--- src/rtl/gray_updown_counter.sv ---
// gray_updown_counter: binary up/down counter with load, Gray-coded view, wrap pulse and saturate flag.
module gray_updown_counter #(
  parameter int WIDTH = 3,
  parameter bit WRAP  = 1'b1
) (
  input  logic             CLK,
  input  logic             reset,
  input  logic             en,
  input  logic             dir,
  input  logic             load,
  input  logic [WIDTH-1:0] din,
  output logic [WIDTH-1:0] SP,
  output logic [WIDTH-1:0] SF,
  output logic [WIDTH-1:0] Y,
  output logic             wrap,
  output logic             sat
);
  logic [WIDTH-1:0] sp_q, sp_d, step;
  logic             wrap_q, wrap_d, at_term;
  always_comb begin
    at_term = dir ? (sp_q == '0) : (sp_q == '1);
    step    = dir ? sp_q - WIDTH'(1) : sp_q + WIDTH'(1);
    sat     = !WRAP && en && !load && at_term;
    sp_d    = load ? din : (en && !sat) ? step : sp_q;
    wrap_d  = WRAP && en && !load && at_term;
  end
  always_ff @(posedge CLK or negedge reset)
    if (!reset) begin
      sp_q   <= '0;
      wrap_q <= 1'b0;
    end else begin
      sp_q   <= sp_d;
      wrap_q <= wrap_d;
    end
  assign SP   = sp_q;
  assign SF   = sp_d;
  assign Y    = sp_q ^ (sp_q >> 1);
  assign wrap = wrap_q;
endmodule

--- config.mk ---
export PLATFORM = sky130hd
export DESIGN_NAME = gray_updown_counter
export DESIGN_NICKNAME = d
export VERILOG_FILES = /design/src/rtl/gray_updown_counter.sv
export SDC_FILE = /design/constraint.sdc
export NUM_CORES = 1
export LEC_CHECK = 0
export ABC_AREA = 1
export BUFFER_PORTS_ARGS = -buffer_cell sky130_fd_sc_hd__buf_2
export CAP_MARGIN = 20
export CORE_AREA = 8 8 45 47
export CTS_BUF_LIST = sky130_fd_sc_hd__clkbuf_4 sky130_fd_sc_hd__clkbuf_8 sky130_fd_sc_hd__clkbuf_16
export DETAILED_ROUTE_END_ITERATION = 16
export DIE_AREA = 0 0 53 55
export SETUP_SLACK_MARGIN = 0.3
export SLEW_MARGIN = 20
export SYNTH_ARGS = -nofsm -noshare
export SYNTH_HDL_FRONTEND = slang
export SYNTH_SLANG_ARGS = --single-unit
--- constraint.sdc ---
create_clock -name CLK -period 3.4 [get_ports CLK]
set_clock_uncertainty 0.15 [all_clocks]
set_input_delay 1.02 -clock CLK [delete_from_list [all_inputs] [get_ports CLK]]
set_output_delay 1.02 -clock CLK [all_outputs]
set_load 0.05 [all_outputs]
# Yosys cells after proc, flatten, opt, wreduce, memory -nomap -nowiden
# Cells that the tools add are included.
# totals
reg_bits	4
in_bits	8
output_inout_bits	11
# op_classes
add_sub_neg	2
n_eq_ne	1
muxes	4
n_bitwise	1
n_reduce_logical	4
# ops
cell	n
3-bit two-way mux	3
3-bit by 1-bit adder with 3-bit output, second input constant	1
3-bit equality test, second input constant	1
3-bit logical NOT	1
3-bit by 1-bit subtractor with 3-bit output, second input constant	1
3-bit by 2-bit bitwise XOR with 3-bit output	1
1-bit logical AND	2
1-bit logical NOT	1
1-bit two-way mux	1

# Depth between registers and ports, before layout
# Gate-level depths: netlist of the first run.
# logic_depth
depth_word	4
ltp_mapped	8
ltp_nobuf	8

# Least setup slack after synthesis of the first run
# No wires, ideal clock.
# synth_path
path_type	input to output
start	in dir
end	out SF[1]
arrival_time_ns	2.785
t_required_ns	2.230
path_slack_ns	-0.555
path_stages	5
path_buffers	0
cell_sequence	inv_2 fa_1 nand2_1 o21ai_0 o21ai_0
# synth_between
elab_chain_cells	3
# synth_lines
element	line	source
start, declared	9	input logic dir,
3-bit two-way mux	22	step = dir ? sp_q - WIDTH'(1) : sp_q + WIDTH'(1);
3-bit two-way mux (2 in series)	24	sp_d = load ? din : (en && !sat) ? step : sp_q;
end, declared	13	output logic [WIDTH-1:0] SF,
# Every way passes these cells.

# Worst setup path after layout of the first run
# Ends and elaborated chain as after synthesis.

==> results of run 1 <==
metrics by stage:
stage / utilization [%] / cell area, um^2 / hold slack, ps / std cells / setup WS, ps
2_1_floorplan: - / 309 / 574 / 36 / 262
5_1_grt: 36.3 / 503 / 424 / 74 / 130
6_report: 36.3 / 503 / 432 / 74 / 178
3_3_place_gp: 29.9 / 414 / 508 / 69 / 22.5
4_1_cts: 34.2 / 473 / 425 / 73 / 163
3_5_place_dp: 29.9 / 414 / 508 / 69 / 8.86
cell usage after synthesis (all sizes together):
master and number:
nand2 9, nand4 1, nor3 1, o21ai 3, fa 1, xnor2 1
a21oi 2, dfrtp 4, ha 2, buf 2, nand3 2, inv 6
xor2 1, conb 1
critical path: cells and delay by family:
family | cells | cell delay [ps]
fa+ha+maj | 1 | 430
buf+inv | 3 | 320
compound gates | 2 | 200
simple gates | 1 | 80
layer usage:
layer	up-vias	wire length, um	GRT usage [%]	part of all wire (%)
li1	154	-	-	-
met4	0	0	1.29	0
met5	-	0	0	0
met2	15	330	8.20	42
met3	0	89	4.55	11
met1	123	358	6.56	46
final timing paths:
kind,from,end,slack [ps],cells past startpoint
worst max-delay path,dir,SF[1],180,7
worst min-delay path,reset,wrap,430,1
worst max register to register,SP[1],SP[2],1570,10
worst min register to register,SP[0],SP[0],520,2
max in group asynchronous,reset,SP[0],2550,1
min in group CLK,SP[0],SP[0],520,2
what timing repair did:
item,4_1_cts,5_1_grt
pin swaps,5,5
endpoints found under the setup margin,2,2
gates resized for setup,9,7
hold buffers,0,0
setup buffers,1,1
layout make-up:
cell class              count  area share, %
multi-input cells          24           36.6
repair buffers             21           28.1
inverters                   6           6.97
clock buffers               3           4.48
well taps                  16           3.98
flip-flops and latches      4           19.9
where the power goes:
| group | leakage [uW] | switching [uW] | internal, uW |
|---|---|---|---|
| Clock | 0.0000138 | 17.4 | 39.3 |
| Combinational | 0.000206 | 102 | 44.3 |
| Sequential | 0.0000494 | 7.22 | 53.1 |
cells by family (layout without fill, tap and decap cells):
logic type               after synthesis  in the layout  share of synthesized area, %
flip-flops                             4              4                          35.2
other                                  1              1                          1.32
AO/OA/AOI/OAI                          5              5                          8.81
AND/OR/NAND/NOR                       13             13                          19.4
buffers and inverters                  8             30                          13.2
XOR/XNOR                               2              2                          6.17
adder cells (fa/ha/maj)                3              3                          15.9
state kept, by name, summed over array words and instances, names as in the netlist:
register  cells
SP            3
wrap          1
==> qor_table.md, run 1 <==
| Metric | Reported | Unit |
| --- | --- | --- |
| Result of the run | complete, no violations | - |
| Sequential-to-total area share from yosys stat | 35.2 | % |
| Clock buffers created by TritonCTS | 3 | - |
| CP startpoint kind | input pin | - |
| Post-Syn Area per Cell | 7.89 | um^2 |
| Synth Net Count | 47 | - |
| Crit path largest cell delay | 430 | ps |
| Row count | 14 | - |
| Worst Setup Path Type | input pin to output port | - |
| Initial antenna violation count | 0 | - |
| Latest clock arrival within the worst-skew pair | 230 | ps |
| Final HPWL from detailed placement | 634 | um |
| Peak fanout along the critical path | 2 | - |
| Per-cell routed wire length | 10.5 | um |
| Post-synth top area cell | sky130_fd_sc_hd__dfrtp_1 | - |
| Total number of nets in the final design | 71 | - |
| Number of hold violations in the final report | 0 | - |
| Y dimension of the die | 55 | um |
| Initial standard-cell utilization of the core | 20.5 | % |
| Residual DRC count | 0 | - |
| Number of different library cells in the post-synthesis netlist | 16 | - |
| Type of the tightest min-delay check | input pin to asynchronous set/reset pin | - |
| Final-layout fill cell count | 150 | - |
| Commonest non-fill, non-tap cell in the layout | sky130_fd_sc_hd__buf_2 | - |
| Arrival time worst endpoint | 2050 | ps |
| ANT nets after route | 0 | - |
| Layout cell share with drive strength beyond 1 | 60.3 | % |
| CTS tree | built | - |
| Total power density per cell area | 523 | mW/mm^2 |
| Number of max-cap violations | 0 | - |
| Cells along the critical path | buf_8, clkinv_8, fa_2, nand2_2, o21ai_2, o21ai_4, buf_6 | - |
| Cell with the biggest individual delay on the critical path | sky130_fd_sc_hd__fa_2 | - |
| Final TNS setup | 0 | ps |
| Maximum resistive drop on vdd | 0.281 | mV |
| Die X-Extent | 53 | um |
| Required time of the worst setup path | 2230 | ps |
| Root cell of the clock tree | sky130_fd_sc_hd__clkbuf_4 | - |
| Setup repair after global routing missed its margin | yes | - |
| Routed wire length | 778 | um |
| Synth Register Bits | 4 | - |
| Gate count after technology mapping | 36 | - |
| DRC violation total after the first TritonRoute iteration | 2 | - |
| Most frequent cells in the layout | 14 x sky130_fd_sc_hd__buf_2, 5 x sky130_fd_sc_hd__nand2_1 | - |
| Peak clock frequency supported by timing | 0.310 | GHz |
| Number of vias after detailed routing | 292 | - |
| Total Power | 263 | uW |
| Clock slew seen by the registers of the worst setup and hold paths | 40 | ps |
| Max H-tree Level | 1 | - |
| Crit end category | output port | - |
| Pin count of the biggest net entering global routing | 7 | - |
| Placeable core region | 0.00138 | mm^2 |
| Yosys warnings | 0 | - |
| Vias per std cell | 3.95 | - |
| GRT Resource Usage Total | 5.75 | % |
| Area share of the largest cell type after synthesis | 35.2 | % |
| PortBufs | 17 | - |
| Worst-case clock buffer depth | 2 | - |
| Final Cycle Share | 94.8 | % |
| FF/Latch Area | 100 | um^2 |
| Number of global-route vias before repair | 315 | - |
| Mapped cell area | 284 | um^2 |
| Die area | 0.00292 | mm^2 |
| Leak | 0.000269 | uW |
| Biggest area contributors in the synthesized netlist | sky130_fd_sc_hd__dfrtp_1 35%, sky130_fd_sc_hd__nand2_1 12%, sky130_fd_sc_hd__ha_1 8.8% | - |
| Grt ovf | 0 | - |
| Max Slew Vio Count | 0 | - |
| Length of the first detailed-routing pass in iterations | 2 | - |
| Global-route wire length before repair | 1250 | um |
| Routability-driven placement congestion ratio | 0.744 | - |
| Total area of multi-input combinational cells | 184 | um^2 |
| # IOs | 19 | - |
| Endpoints failing setup | 0 | - |
| Number of clock sinks | 4 | - |
| Area growth from synthesis to final layout | 77.1 | % |
| Post-route minimum period | 3220 | ps |
| Antenna cells | 0 | - |
Power figures use the tool's default switching activity.
==> run 2, diff against run 1 <==
==> constraint.sdc (replaced) <==
create_clock -name CLK -period 3.85 [get_ports CLK]
set_clock_uncertainty 0.15 [all_clocks]
set_input_delay 1.155 -clock CLK [delete_from_list [all_inputs] [get_ports CLK]]
set_output_delay 1.155 -clock CLK [all_outputs]
set_load 0.05 [all_outputs]
==> run 2 against run 1 <==
Register-to-register slack gained 700 ps. Worst setup slack better by 140 ps. Global-route usage down 0.43 points. Power fell by 16%. Sequential share of layout area grew 2.8 points. Highest routed layer unchanged. Largest power group unchanged. Critical path depth is the same. Worst hold slack better by 82 ps. Flip-flop and latch count unchanged. Design area fell by 12%. Cell count down 4.1%. Non-clock buffer count down 3.
==> qor_table.md, run 2 (synthesis results as in run 1) <==
| Metric | Reported | Unit |
| --- | --- | --- |
| Worst-case clock buffer depth | 2 | - |
| Residual DRC count | 0 | - |
| Tightest hold margin | 514 | ps |
| Number of non-filler instances in the completed layout | 71 | - |
| Top cell family by delay on the critical path | adder cells | - |
| Final TNS setup | 0 | ps |
| Y dimension of the die | 55 | um |
| Buffers plus inverters on the worst setup path | 3 | - |
| GRT Resource Usage Total | 5.32 | % |
| Required time of the worst setup path | 2540 | ps |
| Final Cycle Share | 91.6 | % |
| Crit path largest cell delay | 420 | ps |
| Arrival time worst endpoint | 2220 | ps |
| Final HPWL from detailed placement | 607 | um |
| Placeable core region | 0.00138 | mm^2 |
| Worst Setup Path Type | input pin to output port | - |
| ANT nets after route | 0 | - |
| Cell with the biggest individual delay on the critical path | sky130_fd_sc_hd__fa_2 | - |
| Stages on the worst setup path | 7 | - |
| Post-route minimum period | 3530 | ps |
| Initial antenna violation count | 0 | - |
| Routed wire length | 711 | um |
| Type of the tightest min-delay check | flop to flop | - |
| Number of global-route vias before repair | 273 | - |
| Worst Reg-to-Reg Cells | 5 | - |
| Routability-driven placement congestion ratio | 0.685 | - |
| Max H-tree Level | 1 | - |
| Number of hold violations in the final report | 0 | - |
| Commonest non-fill, non-tap cell in the layout | sky130_fd_sc_hd__buf_2 | - |
| Number of vias after detailed routing | 278 | - |
| Total Power | 220 | uW |
| # IOs | 19 | - |
| Peak clock frequency supported by timing | 0.283 | GHz |
| Root cell of the clock tree | sky130_fd_sc_hd__clkbuf_4 | - |
| Global-route wire length before repair | 1100 | um |
| Clock buffers created by TritonCTS | 3 | - |
| Peak fanout along the critical path | 3 | - |
| Setup repair after global routing missed its margin | yes | - |
| Total number of nets in the final design | 68 | - |
| Endpoints failing setup | 0 | - |
| Total placed cells including tap cells | 67 | - |
| Die X-Extent | 53 | um |
| Hold-critical path depth | 2 | - |
| Final design area excluding fillers | 440 | um^2 |
| Leak | 0.000244 | uW |
| CP startpoint kind | input pin | - |
| DRC violation total after the first TritonRoute iteration | 8 | - |
| Number of flip-flops under the largest register name | 3 | - |
| Layout cell share with drive strength beyond 1 | 47.3 | % |
| Die area | 0.00292 | mm^2 |
| Clock slew seen by the registers of the worst setup and hold paths | 40 | ps |
| Cells along the critical path | buf_2, inv_2, fa_2, nand2_1, o21ai_2, o21ai_4, buf_6 | - |
| Maximum resistive drop on vdd | 0.281 | mV |
| Most frequent cells in the layout | 15 x sky130_fd_sc_hd__buf_2, 8 x sky130_fd_sc_hd__nand2_1, 5 x sky130_fd_sc_hd__inv_1, 4 x sky130_fd_sc_hd__dfrtp_1, 3 x sky130_fd_sc_hd__clkbuf_4 | - |
| PortBufs | 17 | - |
| Result of the run | complete, no violations | - |
| Initial standard-cell utilization of the core | 20.5 | % |
| Row count | 14 | - |
| Pin count of the biggest net entering global routing | 7 | - |
| Latest clock arrival within the worst-skew pair | 230 | ps |
| Antenna cells | 0 | - |
| Per-cell routed wire length | 10.0 | um |
| Area growth from synthesis to final layout | 55.1 | % |
| Length of the first detailed-routing pass in iterations | 2 | - |
| Max Slew Vio Count | 0 | - |
| Grt ovf | 0 | - |
| Total power density per cell area | 499 | mW/mm^2 |
| CTS tree | built | - |
| Number of max-cap violations | 0 | - |
| Post-cts hold buffer count | 0 | - |
| Placed standard-cell area | 385 | um^2 |
| Vias per std cell | 3.92 | - |
| Number of clock sinks | 4 | - |
| Crit end category | output port | - |
==> run 2: final cells by class <==
type                    instances  area, um^2
multi-input cells              24         166
inverters                       6        22.5
flip-flops and latches          4         100
well taps                      16        20.0
clock buffers                   3        22.5
repair buffers                 18         109
fillers                       158         943
==> run 2: metrics by stage <==
stage | setup WS (ps) | util, %
2_1_floorplan | 320 | -
3_3_place_gp | 111 | 27.8
3_5_place_dp | 123 | 27.8
4_1_cts | 307 | 31.6
5_1_grt | 259 | 31.8
6_report | 322 | 31.8
==> run 2: where the power goes <==
part / switching [uW] / internal, uW / leakage [uW]
registers: 6.14 / 46.8 / 0.0000494
logic: 84.8 / 31.4 / 0.000181
clock network: 15.9 / 34.8 / 0.0000138
total: 107 / 113 / 0.000244
==> run 2: worst register-to-register path, stage by stage, from the launching register on <==
cell and delay (ps):
sky130_fd_sc_hd__dfrtp_1 420, sky130_fd_sc_hd__inv_1 110, sky130_fd_sc_hd__fa_2 570, sky130_fd_sc_hd__nand2_1 60, sky130_fd_sc_hd__o21ai_2 80, sky130_fd_sc_hd__o21ai_4 70
==> run 2: path summary, 6_finish.rpt <==
kind	startpoint	to	slack, ps
worst max register to register	SP[1]	SP[1]	2270
min in group asynchronous	reset	wrap	570
max in group asynchronous	reset	SP[1]	2870
worst min register to register	SP[0]	SP[0]	510
worst min-delay path	SP[0]	SP[0]	510
worst max-delay path	dir	SF[1]	320
==> run 2: what timing repair did <==
item / CTS / global route
pin swaps: 4 / 1
setup endpoints to repair: 2 / 2
resized for setup: 8 / 1
setup buffers: 1 / 0
==> run 2: routing by layer <==
layer | share of wire (%) | vias up | track usage, % | routed length (um)
met5 | 0 | - | 0 | 0
met4 | 0 | 0 | 0 | 0
met3 | 15 | 0 | 5.88 | 105
met2 | 41 | 12 | 7.42 | 291
met1 | 44 | 119 | 5.67 | 314
li1 | - | 147 | - | -
==> run 3, diff against run 2 <==
--- a/config.mk
+++ b/config.mk
@@ -12,7 +12,7 @@
 export CTS_BUF_LIST = sky130_fd_sc_hd__clkbuf_4 sky130_fd_sc_hd__clkbuf_8 sky130_fd_sc_hd__clkbuf_16
 export DETAILED_ROUTE_END_ITERATION = 16
 export DIE_AREA = 0 0 53 55
-export SETUP_SLACK_MARGIN = 0.3
+export SETUP_SLACK_MARGIN = 0.5
 export SLEW_MARGIN = 20
 export SYNTH_ARGS = -nofsm -noshare
 export SYNTH_HDL_FRONTEND = slang
==> run 3 against run 2 <==
Die area is the same. Critical path type unchanged. Clock-buffer cell count did not move. Largest power group unchanged. Highest routed layer unchanged. Combinational power grew 8%. Design area rose by 12%.
==> qor_table.md, run 3 (synthesis results as in run 1) <==
| Metric | Reported | Unit |
| --- | --- | --- |
| Y dimension of the die | 55 | um |
| DRC violation total after the first TritonRoute iteration | 0 | - |
| Final Cycle Share | 90.7 | % |
| Arrival time worst endpoint | 2190 | ps |
| Type of the tightest min-delay check | flop to flop | - |
| CTS tree | built | - |
| Worst hold path endpoint | SP[0] | - |
| Result of the run | complete, no violations | - |
| Die area | 0.00292 | mm^2 |
| Hold-critical path depth | 2 | - |
| Length of the first detailed-routing pass in iterations | 1 | - |
| Commonest non-fill, non-tap cell in the layout | sky130_fd_sc_hd__buf_2 | - |
| Final-layout fill cell count | 154 | - |
| Endpoints failing setup | 0 | - |
| Final design area excluding fillers | 493 | um^2 |
| Reg2reg setup slack | 2140 | ps |
| Global-route wire length before repair | 1290 | um |
| ANT nets after route | 0 | - |
| Number of max-cap violations | 0 | - |
| Number of flip-flops under the largest register name | 3 | - |
| Post-route minimum period | 3490 | ps |
| Number of vias after detailed routing | 299 | - |
| Final TNS setup | 0 | ps |
| Worst reg2reg path endpoint | SP[2] | - |
| Clock buffers created by TritonCTS | 3 | - |
| Grt ovf | 0 | - |
| Max Slew Vio Count | 0 | - |
| PortBufs | 17 | - |
| Routed wire length | 809 | um |
| Per-cell routed wire length | 11.1 | um |
| Number of global-route vias before repair | 308 | - |
| Total number of nets in the final design | 70 | - |
| Reg2Reg Launch Point | SP[1] | - |
| Latest clock arrival within the worst-skew pair | 230 | ps |
| Peak clock frequency supported by timing | 0.286 | GHz |
| Number of hold violations in the final report | 0 | - |
| Max H-tree Level | 1 | - |
| Initial standard-cell utilization of the core | 20.5 | % |
| Pin count of the biggest net entering global routing | 7 | - |
| CP startpoint kind | input pin | - |
| Routability-driven placement congestion ratio | 0.759 | - |
| Clock slew seen by the registers of the worst setup and hold paths | 30 | ps |
| Die X-Extent | 53 | um |
| GRT Resource Usage Total | 5.92 | % |
| # IOs | 19 | - |
| Row count | 14 | - |
| Crit end category | output port | - |
| Placed standard-cell area | 399 | um^2 |
| Setup repair after global routing missed its margin | yes | - |
| Vias per std cell | 4.10 | - |
| Total area of multi-input combinational cells | 181 | um^2 |
| Core Util, Final | 35.6 | % |
| Total Power | 229 | uW |
| Final HPWL from detailed placement | 651 | um |
| Root cell of the clock tree | sky130_fd_sc_hd__clkbuf_4 | - |
| Antenna cells | 0 | - |
| Maximum resistive drop on vdd | 0.227 | mV |
| Most frequent cells in the layout | 14 x sky130_fd_sc_hd__buf_2, 6 x sky130_fd_sc_hd__nand2_1, 4 x sky130_fd_sc_hd__dfrtp_1, 4 x sky130_fd_sc_hd__inv_1 | - |
| Initial antenna violation count | 0 | - |
| Leak | 0.000264 | uW |
| Worst Setup Path Type | input pin to output port | - |
| Total power density per cell area | 464 | mW/mm^2 |
| Required time of the worst setup path | 2540 | ps |
| FF/Latch Area | 100 | um^2 |
| Placeable core region | 0.00138 | mm^2 |
| Peak fanout along the critical path | 2 | - |
| Worst-case clock buffer depth | 2 | - |
| Area growth from synthesis to final layout | 73.6 | % |
| Worst Reg-to-Reg Cells | 9 | - |
| Layout cell share with drive strength beyond 1 | 57.9 | % |
| Startpoint of the most critical hold path | SP[0] | - |
| Residual DRC count | 0 | - |
| Number of clock sinks | 4 | - |
==> run 3: cell types whose count changed in the layout (fill, tap and decap cells not counted), sizes merged <==
cell    change
buf         +2
inv         -1
clkinv      +1
==> run 3: final cells by class <==
| class | count | share of cell area, % |
|---|---|---|
| well taps | 16 | 4.06 |
| repair buffers | 20 | 27.2 |
| inverters | 6 | 7.11 |
| clock buffers | 3 | 4.57 |
| multi-input cells | 24 | 36.8 |
| flip-flops and latches | 4 | 20.3 |
==> run 3: critical path, stage by stage <==
cell and delay [ps]:
sky130_fd_sc_hd__buf_8 110, sky130_fd_sc_hd__clkinv_8 40, sky130_fd_sc_hd__fa_2 420, sky130_fd_sc_hd__nand2_1 90, sky130_fd_sc_hd__o21ai_2 70, sky130_fd_sc_hd__o21ai_4 130, sky130_fd_sc_hd__buf_6 170
==> run 3: repair_timing <==
action / in CTS / in global routing
hold endpoints to repair: 0 / 0
resized for setup: 9 / 6
pin swaps: 5 / 6
buffers inserted: 3 / 0
setup endpoints to repair: 2 / 2
hold buffers: 0 / 0
==> run 3: where the power goes <==
group	leakage, uW	total (uW)	switching, uW	internal (uW)
Combinational	0.000201	125	88.6	36.8
Sequential	0.0000494	53.3	6.49	46.9
Clock	0.0000138	50.0	15.2	34.7
==> run 3: per-layer routing <==
metal | track usage [%] | up-vias | wire length (um)
met1 | 6.74 | 135 | 342
met5 | 0 | - | 0
met3 | 3.21 | 0 | 87
met4 | 2.59 | 0 | 0
li1 | - | 152 | -
met2 | 8.98 | 12 | 380
==> run 3: worst max path at each step <==
stage	from	to	slack [ps]	cells past startpoint
detailed placement	dir	SF[2]	160	9
global placement	dir	SF[1]	180	7
CTS	dir	SF[1]	350	7
floorplan	dir	SF[1]	440	5
global route	dir	SF[2]	310	9
finish	dir	SF[1]	360	7
==> run 3: stage by stage <==
step | cells | worst slack (ps) | hold WS (ps)
global route | 73 | 311 | 563
CTS | 73 | 346 | 522
detailed placement | 67 | 162 | 510
global placement | 67 | 180 | 507
floorplan | 36 | 442 | 709
finish | 73 | 357 | 514
